### src/rtl/modulo_fsm_controle_pkg.sv
// Shared definitions for the control FSM and the downstream RGB selector:
// state codes, default timing constants and a counter-width helper.
package modulo_fsm_controle_pkg;

  typedef enum logic [1:0] {
    ST_IDLE    = 2'b00,
    ST_ARMING  = 2'b01,
    ST_MONITOR = 2'b10,
    ST_HALT    = 2'b11
  } state_t;

  // Defaults sized for a 50 MHz clock
  localparam int unsigned DEF_DEB_CYCLES     = 500000;
  localparam int unsigned DEF_ARM_CYCLES     = 50000000;
  localparam int unsigned DEF_TIMEOUT_CYCLES = 150000000;
  localparam int unsigned DEF_CNT_W          = 28;

  // Bits needed for a counter that runs from 0 up to n-1
  function automatic int cnt_bits(input int unsigned n);
    return (n > 1) ? $clog2(n) : 1;
  endfunction

endpackage

### src/rtl/modulo_fsm_controle_if.sv
// Raw inputs and conditioned status outputs of the control FSM.
// The slave side is the FSM itself; the master side drives the raw inputs
// and consumes the state code and flags.
interface modulo_fsm_controle_if;

  logic       bt_in;
  logic       po_in;
  logic [1:0] std;
  logic       bt;
  logic       po;
  logic       at;

  modport master (
    output bt_in,
    output po_in,
    input  std,
    input  bt,
    input  po,
    input  at
  );

  modport slave (
    input  bt_in,
    input  po_in,
    output std,
    output bt,
    output po,
    output at
  );

endinterface

### src/rtl/modulo_debounce.sv
// Two-flop synchroniser followed by a stability counter: the output level
// only follows the synchronised input after it has disagreed with the
// output for DEB_CYCLES consecutive clocks.
module modulo_debounce
  import modulo_fsm_controle_pkg::*;
#(
  parameter int unsigned DEB_CYCLES = DEF_DEB_CYCLES
) (
  input  logic clk,
  input  logic reset,
  input  logic din,
  output logic dout
);

  localparam int DW = cnt_bits(DEB_CYCLES);
  localparam logic [DW-1:0] DEB_LAST = DW'(DEB_CYCLES - 1);

  logic          sync1;
  logic          sync2;
  logic [DW-1:0] cnt;

  // Bring the asynchronous input into the clk domain
  always_ff @(posedge clk or posedge reset) begin
    if (reset) begin
      sync1 <= 1'b0;
      sync2 <= 1'b0;
    end else begin
      sync1 <= din;
      sync2 <= sync1;
    end
  end

  // Count clocks of disagreement; flip the output once the count is complete
  always_ff @(posedge clk or posedge reset) begin
    if (reset) begin
      cnt  <= '0;
      dout <= 1'b0;
    end else if (sync2 == dout) begin
      cnt <= '0;
    end else if (cnt == DEB_LAST) begin
      dout <= ~dout;
      cnt  <= '0;
    end else begin
      cnt <= cnt + DW'(1);
    end
  end

endmodule

### src/rtl/modulo_fsm_controle.sv
// Control FSM feeding the RGB output selector. Conditions the button and
// presence-sensor inputs, sequences IDLE -> ARMING -> MONITOR -> HALT on
// button presses, and raises a sticky alarm when the sensor stays active
// too long in MONITOR. All outputs come straight from flops.
module modulo_fsm_controle
  import modulo_fsm_controle_pkg::*;
#(
  parameter int unsigned DEB_CYCLES     = DEF_DEB_CYCLES,
  parameter int unsigned ARM_CYCLES     = DEF_ARM_CYCLES,
  parameter int unsigned TIMEOUT_CYCLES = DEF_TIMEOUT_CYCLES,
  parameter int unsigned CNT_W          = DEF_CNT_W
) (
  input  logic                 clk,
  input  logic                 reset,
  modulo_fsm_controle_if.slave bus
);

  localparam logic [CNT_W-1:0] ARM_LAST     = CNT_W'(ARM_CYCLES - 1);
  localparam logic [CNT_W-1:0] TIMEOUT_LAST = CNT_W'(TIMEOUT_CYCLES - 1);

  logic             bt_db;
  logic             bt_q;
  logic             press;
  logic             po_s1;
  logic             po_s2;
  state_t           state;
  state_t           state_next;
  logic [CNT_W-1:0] cnt;
  logic [CNT_W-1:0] cnt_next;
  logic             at_q;
  logic             at_next;

  modulo_debounce #(
    .DEB_CYCLES (DEB_CYCLES)
  ) u_bt_debounce (
    .clk   (clk),
    .reset (reset),
    .din   (bus.bt_in),
    .dout  (bt_db)
  );

  // Sensor needs synchronising only; it is not debounced
  always_ff @(posedge clk or posedge reset) begin
    if (reset) begin
      po_s1 <= 1'b0;
      po_s2 <= 1'b0;
    end else begin
      po_s1 <= bus.po_in;
      po_s2 <= po_s1;
    end
  end

  // One-clock press pulse on the rising edge of the debounced button
  always_ff @(posedge clk or posedge reset) begin
    if (reset) begin
      bt_q  <= 1'b0;
      press <= 1'b0;
    end else begin
      bt_q  <= bt_db;
      press <= bt_db & ~bt_q;
    end
  end

  // State, shared phase counter and alarm flag
  always_ff @(posedge clk or posedge reset) begin
    if (reset) begin
      state <= ST_IDLE;
      cnt   <= '0;
      at_q  <= 1'b0;
    end else begin
      state <= state_next;
      cnt   <= cnt_next;
      at_q  <= at_next;
    end
  end

  // Next state; a press always wins over expiry or timeout in the same cycle
  always_comb begin
    state_next = state;
    cnt_next   = cnt;
    at_next    = at_q;
    case (state)
      ST_IDLE: begin
        cnt_next = '0;
        at_next  = 1'b0;
        if (press) begin
          state_next = ST_ARMING;
        end
      end
      ST_ARMING: begin
        at_next = 1'b0;
        if (press) begin
          state_next = ST_IDLE;
          cnt_next   = '0;
        end else if (cnt == ARM_LAST) begin
          state_next = ST_MONITOR;
          cnt_next   = '0;
        end else begin
          cnt_next = cnt + CNT_W'(1);
        end
      end
      ST_MONITOR: begin
        if (press) begin
          state_next = ST_HALT;
          cnt_next   = '0;
          at_next    = 1'b0;
        end else if (!po_s2) begin
          cnt_next = '0;
        end else if (cnt == TIMEOUT_LAST) begin
          at_next = 1'b1;
        end else begin
          cnt_next = cnt + CNT_W'(1);
        end
      end
      ST_HALT: begin
        cnt_next = '0;
        at_next  = 1'b0;
        if (press) begin
          state_next = ST_IDLE;
        end
      end
      default: begin
        state_next = ST_IDLE;
        cnt_next   = '0;
        at_next    = 1'b0;
      end
    endcase
  end

  // Outputs are the registers themselves, so there is no decode delay
  always_comb begin
    bus.std = state;
    bus.bt  = bt_db;
    bus.po  = po_s2;
    bus.at  = at_q;
  end

endmodule

### src/flat_wrapper.sv
// flat-port wrapper written by rule: the top's interface ports become plain ports
module modulo_fsm_controle_flat import modulo_fsm_controle_pkg::*;
#(
  parameter int unsigned DEB_CYCLES     = DEF_DEB_CYCLES,
  parameter int unsigned ARM_CYCLES     = DEF_ARM_CYCLES,
  parameter int unsigned TIMEOUT_CYCLES = DEF_TIMEOUT_CYCLES,
  parameter int unsigned CNT_W          = DEF_CNT_W
)
  (clk, reset, bus_bt_in, bus_po_in, bus_std, bus_bt, bus_po, bus_at);
  modulo_fsm_controle_if bus_i ();
  input  logic clk;
  input  logic reset;
  input wire logic [$bits(bus_i.bt_in)-1:0] bus_bt_in;
  input wire logic [$bits(bus_i.po_in)-1:0] bus_po_in;
  output wire logic [$bits(bus_i.std)-1:0] bus_std;
  output wire logic [$bits(bus_i.bt)-1:0] bus_bt;
  output wire logic [$bits(bus_i.po)-1:0] bus_po;
  output wire logic [$bits(bus_i.at)-1:0] bus_at;
  assign bus_i.bt_in = bus_bt_in;
  assign bus_i.po_in = bus_po_in;
  assign bus_std = bus_i.std;
  assign bus_bt = bus_i.bt;
  assign bus_po = bus_i.po;
  assign bus_at = bus_i.at;
  modulo_fsm_controle #(.DEB_CYCLES(DEB_CYCLES), .ARM_CYCLES(ARM_CYCLES), .TIMEOUT_CYCLES(TIMEOUT_CYCLES), .CNT_W(CNT_W)) u_core (.clk(clk), .reset(reset), .bus(bus_i));
endmodule
### config.mk
export PLATFORM = sky130hd
export DESIGN_NAME = modulo_fsm_controle_flat
export DESIGN_NICKNAME = d
export VERILOG_FILES = /design/src/rtl/modulo_fsm_controle_pkg.sv /design/src/rtl/modulo_fsm_controle_if.sv /design/src/rtl/modulo_debounce.sv /design/src/rtl/modulo_fsm_controle.sv /design/src/flat_wrapper.sv
export SDC_FILE = /design/constraint.sdc
export NUM_CORES = 1
export LEC_CHECK = 0
export BUFFER_PORTS_ARGS = -buffer_cell sky130_fd_sc_hd__buf_4
export CAP_MARGIN = 0
export CORE_UTILIZATION = 65
export DETAILED_ROUTE_END_ITERATION = 10
export PLACE_DENSITY_LB_ADDON = 0.05
export SLEW_MARGIN = 20
export SYNTH_ARGS = -nofsm -noshare
export SYNTH_HDL_FRONTEND = slang
export SYNTH_SLANG_ARGS = --single-unit
### constraint.sdc
create_clock -name clk -period 3.4 [get_ports clk]
set_clock_uncertainty 0.15 [all_clocks]
set_input_delay 0.17 -clock clk [delete_from_list [all_inputs] [get_ports clk]]
set_output_delay 0.17 -clock clk [all_outputs]
set_load 0.03 [all_outputs]
* After elaboration in Yosys (flattened, before gate mapping) *
Index checks and enable logic that the tools add are counted.

word-level totals
  output and inout bits = 5
  memory bits (writable) = 0
  input bits = 4
  memories kept = 0
  logic and storage cells = 55
  bits in latches = 0
  memory bits (read-only) = 0
  flip-flop bits (word level) = 57

cells by class
  multipliers = 0
  reductions and logical operators = 6
  mux-type cells = 18
  eq/ne operators = 14
  bitwise operators = 4
  shifts and indexed selects = 0
  div/mod/pow operators = 0
  add/subtract/negate cells = 2
  $lt $le $gt $ge = 0

operators by type and width
  kind                                              count
  2-to-1 mux 28 bit                                 5
  one-hot mux 28 bit (3 select lines)               1
  2-to-1 mux 19 bit                                 2
  adder 28 x 1 -> 28 bit (second input constant)    1
  == test 28 x 26 -> 1 bit (second input constant)  1
  == test 28 bit (second input constant)            1
  adder 19 x 1 -> 19 bit (second input constant)    1
  == test 19 bit (second input constant)            1
  2-to-1 mux 2 bit                                  5
  != test 3 x 1 -> 1 bit (second input constant)    3
  one-hot mux 2 bit (4 select lines)                1
  != test 2 x 1 -> 1 bit (second input constant)    3
  == test 2 bit (second input constant)             2
  != test 4 x 3 -> 1 bit (second input constant)    1
  AND reduction 2 bit                               2
  AND reduction 4 bit                               1
  2-to-1 mux 1 bit                                  3
  NOT 1 bit                                         3
  OR reduction 3 bit                                1
  == test 2 x 1 -> 1 bit (second input constant)    1
  logical NOT 2 bit                                 1
  one-hot mux 1 bit (2 select lines)                1
  OR reduction 2 bit                                1
  AND 1 bit                                         1
  == test 1 bit                                     1

* Depth between registers and ports, before layout *
  depth in word-level cells = 5
  gate-level depth with buffers = 7
  gate-level depth less buffers = 6

* Hierarchy *
A second synthesis with hierarchy kept.

unflattened totals
  cells, all modules = 283
  area total of the unflattened synthesis = 2870.3 um2

modules (own cells, without submodules)
  module               area each (um2)  sequential area each (um2)  cells an instance  instances
  modulo_fsm_controle  1779.2           875.8                       180                1
  modulo_debounce      1091.0           550.5                       103                1

* Worst setup path after synthesis *
OpenSTA, ideal clock, no wires.

  kind = register -> register
  start = reg u_core.cnt[9]
  end = reg u_core.cnt[12]
  path buffers = 1
  data required time = 3.130 ns
  slack = 1.252 ns
  stages on the path, launching flop included = 7
  library setup time = 0.120 ns
  period minus slack after synthesis = 2.148 ns
  arrival = 1.878 ns
  cells stage by stage = dfrtp_1 or3_2 nor3_4 nand4_4 a31oi_4 buf_6 nor2_1

on the way
  cells in the longest elaborated chain, start to end = 5
  elaborated cells on any way between the ends = 10
  classes of those cells = add/sub: 1; eq/ne: 3; mux: 6

ends and longest elaborated chain
  element                              RTL line                                               text
  start: declaration                   modulo_fsm_controle.sv:28                              logic [CNT_W-1:0] cnt;
  start signal: assignment             modulo_fsm_controle.sv:72                              cnt <= cnt_next;
  adder 28 x 1 -> 28 bit               modulo_fsm_controle.sv:99, modulo_fsm_controle.sv:112
  2-to-1 mux 28 bit                    modulo_fsm_controle.sv:109                             end else if (cnt == TIMEOUT_LAST) begin
  2-to-1 mux 28 bit                    modulo_fsm_controle.sv:107                             end else if (!po_s2) begin
  2-to-1 mux 28 bit                    modulo_fsm_controle.sv:103                             if (press) begin
  one-hot mux 28 bit (3 select lines)  modulo_fsm_controle.sv:82                              case (state)

Several ways; a longest one is shown, not always the timed one. The select of a mux whose other input is x is not followed.
A chain may end at the register's enable or synchronous reset.

* Worst setup path in the final report *
  start = reg u_core.cnt[0]
  end = reg u_core.cnt[10]

Same word-level chain as after synthesis.

==> qor.yml <==
peakVddDrop_uv: 366
min_to: "u_core.bus.po$_DFF_PP0_"
finalNetCount: 298
crit_cells: 7
area_growth_pct: 11.8
status: "finished, final reports clean"
yosys_warnings: 0
drtIter0Drc: 164
grt_pass1_wl_um: 8140
power_density_nw_per_um2: 430
largest_registers: "u_core.cnt: 28 flops, u_core.u_bt_debounce.cnt: 19 flops"
slowest_stage: "nor3_1"
synth_edf_count: 0
cp_top_family: "simple AND/OR/NAND/NOR gates"
via_count: 1971
min_path_type: "flip-flop to flip-flop"
worst_pin_slew_ns: 0.773
fmax_mhz: 391
fin_crit_ns: 2.56
synth_seq_area_share_pct: 52.0
antenna_found_initial: 0
wl_per_cell_um: 14.1
die_h_um: 67.0
gr-total-overflow: 0
largest_reg_flops: 28
clk_path_buf_depth: 2
ys_types: 38
holdPathStages: 0
r2r-end: "u_core.cnt[10]$_DFFE_PP0P_"
numCtsBuffers: 9
synth_cells: 273
most-common-layout-cells: "nor2_1 (60), dfrtp_1 (57), xnor2_1 (26)"
ios: 9
cts_root_buf: "clkbuf_8"
timing.hold.ws_ns: 0.199
drtAntennaViolNets: 0
arrival_ns: 2.62
crit_required_ns: 3.46
syn_nets: 279
routed_via_density: 5.68
start_util_pct: 68.1
dieArea_sq_um: 4490
htreeDepth: 3
antenna_cells: 0
synth_area_leaders: "dfrtp_1 (52%), xnor2_1 (8.3%), nor2_1 (8.2%)"
relSlewSlack_pct: 48.0
synth_top_area_share_pct: 52.0
cp_cell_sequence: "ha_1, nand3_1, nor3_1, nand4_4, a31oi_4, buf_4, nor2_1"
synth_top_cell_by_area: "dfrtp_1"
reg2reg_slack_ns: 0.84
grt_start_max_net_pins: 37
grt_use_total_pct: 25.3
grt_pass1_vias: 1882
syn_area_sq_um: 2750
clk_pin_slew_ns: 0.06
yosys_most_used_dff: "dfrtp_1"
cap_violations: 0
core-area_sq_um: 4030
clkLatencyLatePin_ns: 0.33
end_kind: "flip-flop"
async_flop_share_pct: 100
portBuffers: 8
r2r_start: "u_core.cnt[0]$_DFFE_PP0P_"
synth_seq_cells: 57
regMostFlops: "u_core.cnt"
hold_path_startpoint: "u_core.po_s1$_DFF_PP0_"
rows: 23
path_class: "flip-flop to flip-flop"
slew_viol_final: 0
dr.pass1.iters: 4
fin_crit_sh_pct: 75.2
rsz0062_at_grt: "no"
p_leak_nw: 1.28
finalSetupTns_ns: 0
cts.sinks: 57
drive_gt1_share_pct: 12.1
report.final.hold_viol_count: 0
reg2reg_depth: 7
cp.buffers_inverters: 1
drc_errors: 0
worst_path_largest_cell_delay_ns: 0.52
cts_tree: "done"
setup_viol: 0
die_w_um: 67.0
avgSynthCellArea_sq_um: 10.1
dpl.hpwl_um: 3220
mostFrequentLayoutCell: "nor2_1"
nFillCells: 269
place_congestion: 0.805
cp-start-kind: "flip-flop"
wl_um: 4890
crit_path_max_fanout: 15
[how the worst max path moves through the flow]
stage,startpoint,endpoint
finish,u_core.cnt[0]$_DFFE_PP0P_,u_core.cnt[10]$_DFFE_PP0P_
global route,u_core.cnt[0]$_DFFE_PP0P_,u_core.cnt[27]$_DFFE_PP0P_
CTS,u_core.cnt[0]$_DFFE_PP0P_,u_core.cnt[10]$_DFFE_PP0P_
detailed placement,u_core.cnt[0]$_DFFE_PP0P_,u_core.cnt[10]$_DFFE_PP0P_
global placement,u_core.cnt[0]$_DFFE_PP0P_,u_core.cnt[7]$_DFFE_PP0P_
floorplan,u_core.cnt[9]$_DFFE_PP0P_,u_core.cnt[12]$_DFFE_PP0P_
[cells in the mapped netlist (3+ instances only)]
cell,count
nand3_1,18
a31oi_1,3
inv_1,9
nor2_1,60
nor4_1,4
nand2_1,16
dfrtp_1,57
nand4_1,10
nor3_1,12
xor2_1,15
xnor2_1,26
and3_1,7
and4_1,6
[timing repair]
action                                 in CTS  in global routing
endpoints found under the hold margin      37                  0
gates resized for setup                     0                  0
buffers inserted                            0                  0
hold buffers                                3                  0
[power breakdown]
part	switching (W)	internal, W
registers	0.00000418	0.000684
clock network	0.000258	0.000342
logic	0.0000210	0.00000959
[stage by stage]
| step | instance area [sq um] | total power (W) | setup WS, ns | util [%] | instances |
|---|---|---|---|---|---|
| floorplan | 2750 | 0.000719 | 1.25 | - | 273 |
| global placement | 2850 | 0.000728 | 0.940 | 70.6 | 328 |
| detailed placement | 2850 | 0.000729 | 0.869 | 70.6 | 328 |
| CTS | 3070 | 0.00133 | 0.840 | 76.1 | 347 |
| global route | 3070 | 0.00137 | 0.613 | 76.1 | 347 |
| finish | 3070 | 0.00132 | 0.845 | 76.1 | 347 |
[kinds of logic after synthesis]
kind of cell	Yosys count	share of synthesized area (%)
XOR/XNOR	41	13.1
AND/OR/NAND/NOR	148	27.8
flip-flops	57	52.0
AO/OA/AOI/OAI	9	2.83
buffers and inverters	14	2.60
adder cells (fa/ha/maj)	2	0.911
multiplexers	2	0.820
[per-layer routing]
layer,part of all wire (%),wire length (um),vias up,track usage (%)
met5,0,0,-,0
met4,1.1,52,0,12.8
met3,2.7,131,7,5.65
met2,51,2500,26,41.8
met1,45,2200,967,30.8
li1,-,-,971,-
[area by class of cell]
cell class	count	area [sq um]	share of cell area [%]
flip-flops and latches	57	1430	46.5
repair buffers	13	105	3.43
inverters	9	33.8	1.10
well taps	50	62.6	2.04
clock inverters	2	10.0	0.326
multi-input cells	202	1250	40.7
clock buffers	14	183	5.95
No activity file was read; power rests on OpenSTA's default activity.
